--- config.mk ---
export PLATFORM = sky130hd
export DESIGN_NAME = led_anim_engine
export DESIGN_NICKNAME = d
export VERILOG_FILES = /design/src/rtl/led_anim_pkg.sv /design/src/rtl/led_anim_step.sv /design/src/rtl/led_anim_engine.sv
export SDC_FILE = /design/constraint.sdc
export NUM_CORES = 1
export LEC_CHECK = 0
export ABC_CLOCK_PERIOD_IN_PS = 4500
export CAP_MARGIN = 20
export CORE_MARGIN = 3
export CORE_UTILIZATION = 56
export DETAILED_ROUTE_END_ITERATION = 8
export PLACE_DENSITY_LB_ADDON = 0.05
export RECOVER_POWER = 50
export SLEW_MARGIN = 5
export SYNTH_ARGS = -nofsm -noshare
export SYNTH_HDL_FRONTEND = slang
export SYNTH_HIERARCHICAL = 1
export SYNTH_SLANG_ARGS = --single-unit
export TNS_END_PERCENT = 5
--- constraint.sdc ---
create_clock -name clk -period 4.5 [get_ports clk]
set_input_delay 0.9 -clock clk [delete_from_list [all_inputs] [get_ports clk]]
set_output_delay 0.9 -clock clk [all_outputs]
set_load 0.02 [all_outputs]
--- src/rtl/led_anim_pkg.sv ---
// Shared constants and helpers for the LED animation engine.
// Mode encodings, direction values and per-mode start patterns.
package led_anim_pkg;

    localparam logic [2:0] SHIFT_L  = 3'd0;
    localparam logic [2:0] SHIFT_R  = 3'd1;
    localparam logic [2:0] PINGPONG = 3'd2;
    localparam logic [2:0] FILL     = 3'd3;
    localparam logic [2:0] BLINK    = 3'd4;
    localparam int         N_MODES  = 5;

    localparam logic LEFT  = 1'b0;
    localparam logic RIGHT = 1'b1;

    // Result is 32 bits wide; callers truncate to their bar width.
    function automatic logic [31:0] init_pattern(
        input logic [2:0] m,
        input int         n
    );
        logic [31:0] ones;
        ones = (n >= 32) ? 32'hFFFF_FFFF : ((32'd1 << n) - 32'd1);
        case (m)
            SHIFT_R: return 32'd1 << (n - 1);
            FILL:    return 32'd0;
            BLINK:   return ones;
            default: return 32'd1;
        endcase
    endfunction

endpackage

--- src/rtl/led_anim_step.sv ---
// Combinational next-pattern arithmetic for one animation step.
// Also detects corrupted patterns and reloads the mode's start value.
module led_anim_step
    import led_anim_pkg::*;
#(
    parameter int N = 8
) (
    input  logic [2:0]   mode,
    input  logic [N-1:0] led,
    input  logic         dir,
    output logic [N-1:0] next_led,
    output logic         next_dir,
    output logic         wrap_n
);

    logic         one_hot;
    logic         thermo;
    logic         all_one;
    logic         go_left;
    logic [N-1:0] init_led;
    logic [N-1:0] pp_led;

    assign one_hot  = $onehot(led);
    // Low-aligned run of ones: adding one clears every set bit.
    assign thermo   = ((led & (led + N'(1))) == '0);
    assign all_one  = &led;
    assign init_led = N'(init_pattern(mode, N));

    assign go_left = (dir == LEFT && !led[N-1]) ||
                     (dir == RIGHT && led[0]);
    assign pp_led  = go_left ? (led << 1) : (led >> 1);

    always_comb begin
        next_led = led;
        next_dir = dir;
        wrap_n   = 1'b0;
        case (mode)
            SHIFT_L: begin
                if (!one_hot) begin
                    next_led = init_led;
                end else begin
                    next_led = {led[N-2:0], led[N-1]};
                    wrap_n   = led[N-1];
                end
            end
            SHIFT_R: begin
                if (!one_hot) begin
                    next_led = init_led;
                end else begin
                    next_led = {led[0], led[N-1:1]};
                    wrap_n   = led[0];
                end
            end
            PINGPONG: begin
                if (!one_hot) begin
                    next_led = init_led;
                    next_dir = LEFT;
                end else begin
                    next_led = pp_led;
                    if (pp_led[N-1])
                        next_dir = RIGHT;
                    else if (pp_led[0])
                        next_dir = LEFT;
                    else
                        next_dir = go_left ? LEFT : RIGHT;
                    wrap_n = pp_led[0] && !go_left;
                end
            end
            FILL: begin
                if (!thermo) begin
                    next_led = init_led;
                end else if (all_one) begin
                    next_led = '0;
                    wrap_n   = 1'b1;
                end else begin
                    next_led = {led[N-2:0], 1'b1};
                end
            end
            BLINK: begin
                next_led = ~led;
                wrap_n   = &(~led);
            end
            default: begin
                next_led = led;
            end
        endcase
    end

endmodule

--- src/rtl/led_anim_engine.sv ---
// Tick-driven LED pattern generator with mode cycling and pause.
// Holds the registers and event priority; step math lives in led_anim_step.
module led_anim_engine
    import led_anim_pkg::*;
#(
    parameter int N_LEDS = 8
) (
    input  logic              clk,
    input  logic              reset,
    input  logic              tick,
    input  logic              mode_next,
    input  logic              pause_tgl,
    output logic [N_LEDS-1:0] led,
    output logic [2:0]        mode,
    output logic              paused,
    output logic              wrap
);

    logic              dir;
    logic [N_LEDS-1:0] next_led;
    logic              next_dir;
    logic              wrap_n;
    logic [2:0]        mode_inc;

    assign mode_inc = (mode == BLINK) ? SHIFT_L : mode + 3'd1;

    led_anim_step #(
        .N (N_LEDS)
    ) u_step (
        .mode     (mode),
        .led      (led),
        .dir      (dir),
        .next_led (next_led),
        .next_dir (next_dir),
        .wrap_n   (wrap_n)
    );

    always_ff @(posedge clk) begin
        if (reset) begin
            led    <= N_LEDS'(1);
            mode   <= SHIFT_L;
            paused <= 1'b0;
            wrap   <= 1'b0;
            dir    <= LEFT;
        end else if (mode > BLINK) begin
            // Unreachable encodings fall back to a clean SHIFT_L start.
            led  <= N_LEDS'(init_pattern(SHIFT_L, N_LEDS));
            mode <= SHIFT_L;
            wrap <= 1'b0;
            dir  <= LEFT;
        end else if (mode_next) begin
            led  <= N_LEDS'(init_pattern(mode_inc, N_LEDS));
            mode <= mode_inc;
            wrap <= 1'b0;
            dir  <= LEFT;
        end else if (pause_tgl) begin
            paused <= ~paused;
            wrap   <= 1'b0;
        end else if (tick && !paused) begin
            led  <= next_led;
            dir  <= next_dir;
            wrap <= wrap_n;
        end else begin
            wrap <= 1'b0;
        end
    end

endmodule
==> flow_summary.json <==
{
  "status": "completed",
  "viasPerCell": 6.283,
  "yosys.area.top_type": "dfxtp_1",
  "synthDistinctLibCells": 50,
  "die_y_um": 57.65,
  "die_x_um": 57.65,
  "p_leak_nw": 0.6145,
  "overflow": 0,
  "avgRoutedWirePerCell_um": 16.83,
  "dr.pass1.iters": 4,
  "antenna_found_initial": 0,
  "synthFlopType": "dfxtp_1",
  "via_count": 1445,
  "cp-start-kind": "flop",
  "nets": 220,
  "crit_arrival_ps": 4430,
  "synth.top_cell.area_share": 0.1876,
  "synth_cells": 189,
  "min_period_ps": 4251,
  "grt_pass1_vias": 1429,
  "ys_ff_latch": 14,
  "slew_headroom": 0.4473,
  "crit_path_max_fanout": 9,
  "grt_pass1_wl_um": 6499,
  "synth_area_leaders": "dfxtp_1 19%, ha_1 7.5%, fa_1 5.4%",
  "clock.fmax_mhz": 235.3,
  "hp-class": "flop to flop",
  "fillCellCount": 242,
  "synth_fp_nets": 207,
  "startpoint": "led[3]",
  "post_cts_buffers": 0,
  "synth_edf_count": 0,
  "place_ws_ps": 250.3,
  "slew_violations": 0,
  "r2r_setup_slack_ps": 250,
  "syn_area_mm2": 0.001494,
  "finalClockSkew_ps": 2.593,
  "ioPinCount": 18,
  "r2r_cells": 15,
  "tightest_slew_ps": 828.0,
  "dieArea_mm2": 0.003324,
  "row_count": 18,
  "dp_hpwl_um": 2850,
  "synth_seq_area_share": 0.1876,
  "ir_drop_mv": 0.2028,
  "cts_buffer_depth": 2,
  "core_mm2": 0.002500,
  "min_period_over_period": 0.9446,
  "wl_um": 3872,
  "report.power.total_mw": 0.4478,
  "final_layout_size_suffix_gt1_frac": 0.06000,
  "maxCapViolations": 0,
  "port_buffers": 17,
  "syn_avg_cell_area_um2": 7.904,
  "clkTransAtPathRegs_ps": 80,
  "cts_buffers": 3,
  "layout_setup_ws_ps": 249.5,
  "setup_tns_ps": 0,
  "path_class": "flop to flop",
  "cts_max_level": 1,
  "cts_sinks": 14,
  "r2r_end": "led[4]",
  "yosys_warnings": 6,
  "root_buffer": "clkbuf_4",
  "rsz0062_at_grt": "no",
  "setup_viol": 0,
  "initial_core_util": 0.5976,
  "syn_to_final_growth_pct": 12.98,
  "synth-async-reset-ratio": 0,
  "clk_latency_ps": 260,
  "r2r_start": "led[3]",
  "globalplace.congestion": 0.8850,
  "grt_max_degree": 27,
  "final_core_util": 0.6752,
  "ctsHoldBuffers": 0,
  "critPathRequiredTime_ps": 4680,
  "drc": 0,
  "power_density_mw_per_mm2": 265.3,
  "finalHoldViolCount": 0,
  "ant_nets": 0,
  "grt_usage": 0.2424,
  "worst_setup_path_end_kind": "flop",
  "drt_iter0_drc": 54,
  "num_antenna_cells": 0,
  "tritoncts": "done",
  "cp-endpoint": "led[4]"
}
[worst min path at each step]
stage / to / slack [ps] / startpoint / depth (start not counted)
global route: paused / 580 / paused / 2
finish: paused / 540 / paused / 2
CTS: paused / 550 / paused / 2
global placement: paused / 520 / paused / 2
floorplan: dir / 520 / dir / 2
detailed placement: paused / 530 / paused / 2
[kinds of logic (layout without fill, tap and decap cells)]
group,count (synthesis),count (layout),synth area share
multiplexers,6,6,0.04020
flip-flops,14,14,0.1876
AO/OA/AOI/OAI,53,53,0.2538
buffers and inverters,28,39,0.07956
AND/OR/NAND/NOR,66,66,0.2571
adder cells (fa/ha/maj),13,13,0.1290
XOR/XNOR,9,9,0.05277
[through the flow]
stage	instance area, um2	hold WS (ps)	cells
detailed placement	1658	534.5	227
CTS	1680	550.7	230
global route	1688	578.6	230
global placement	1658	518.3	227
floorplan	1494	518.0	189
finish	1688	542.2	230
[area by class of cell]
type / instances / area [um2] / share of cell area
Tap cell: 30 / 37.54 / 0.02224
Sequential cell: 14 / 281.5 / 0.1668
Multi-Input combinational cell: 147 / 1101 / 0.6523
Inverter: 18 / 67.56 / 0.04003
Clock buffer: 3 / 22.52 / 0.01334
Timing Repair Buffer: 18 / 177.7 / 0.1053
[registers in the layout (all words and copies together), names as in the netlist]
name	cells
paused	1
mode	3
led	8
dir	1
wrap	1
[synth_stat cells, types with 2 or more instances]
master / number
a211o_1: 2
a211oi_1: 5
a21oi_1: 5
a31o_2: 2
a31oi_1: 3
buf_4: 3
clkbuf_1: 5
dfxtp_1: 14
fa_1: 4
ha_1: 9
inv_1: 18
mux2i_1: 6
nand2_1: 14
nand2b_1: 5
nand3_1: 2
nand3b_1: 8
nand4_1: 2
nor2_1: 7
nor2b_1: 6
nor3_1: 6
o211ai_1: 2
o21ai_0: 12
o21ai_1: 2
o21bai_1: 3
o221ai_1: 6
o31ai_1: 2
or3_1: 5
or3b_1: 2
xnor2_1: 8
[repair_timing]
item	4_1_cts	5_1_grt
endpoints found under the hold margin	0	0
endpoints found under the setup margin	0	3
resized for setup	0	2
[power breakdown]
group | total, mW | internal, mW | switching [mW]
clock | 0.0667 | 0.0308 | 0.0359
sequential | 0.157 | 0.132 | 0.0251
combinational | 0.224 | 0.0956 | 0.128
[layer usage]
layer	share of wire	track usage	wire [um]
met5	0	0	0
met4	0.011	0.06623	44
met3	0.045	0.02895	173
met2	0.50	0.4113	1941
met1	0.44	0.3246	1712
[placed cells by master, fill, tap and decap left out, types with 5 or more instances in the layout]
master | netlist | final
nor2_1 | 7 | 7
xnor2_1 | 8 | 8
nand2_1 | 14 | 14
a211oi_1 | 5 | 5
nand2b_1 | 5 | 5
inv_1 | 18 | 18
dlygate4sd3_1 | 0 | 10
nand3b_1 | 8 | 8
nor3_1 | 6 | 6
dfxtp_1 | 14 | 13
mux2i_1 | 6 | 6
ha_1 | 9 | 9
clkdlybuf4s50_1 | 0 | 7
nor2b_1 | 6 | 6
o221ai_1 | 6 | 5
a21oi_1 | 5 | 5
o21ai_0 | 12 | 12
or3_1 | 5 | 5
[worst max-delay path, stage by stage, from the launching register on]
cell and delay [ps]:
dfxtp_1 490, inv_1 150, fa_1 460, fa_1 510, fa_1 400, inv_1 70, ha_1 160, inv_1 50
fa_1 470, nand2_1 60, a21oi_1 190, and2_1 250, nand3b_1 260, o221ai_1 320, o21bai_1 110, a211oi_1 230
(Power assumes the default switching activity.)
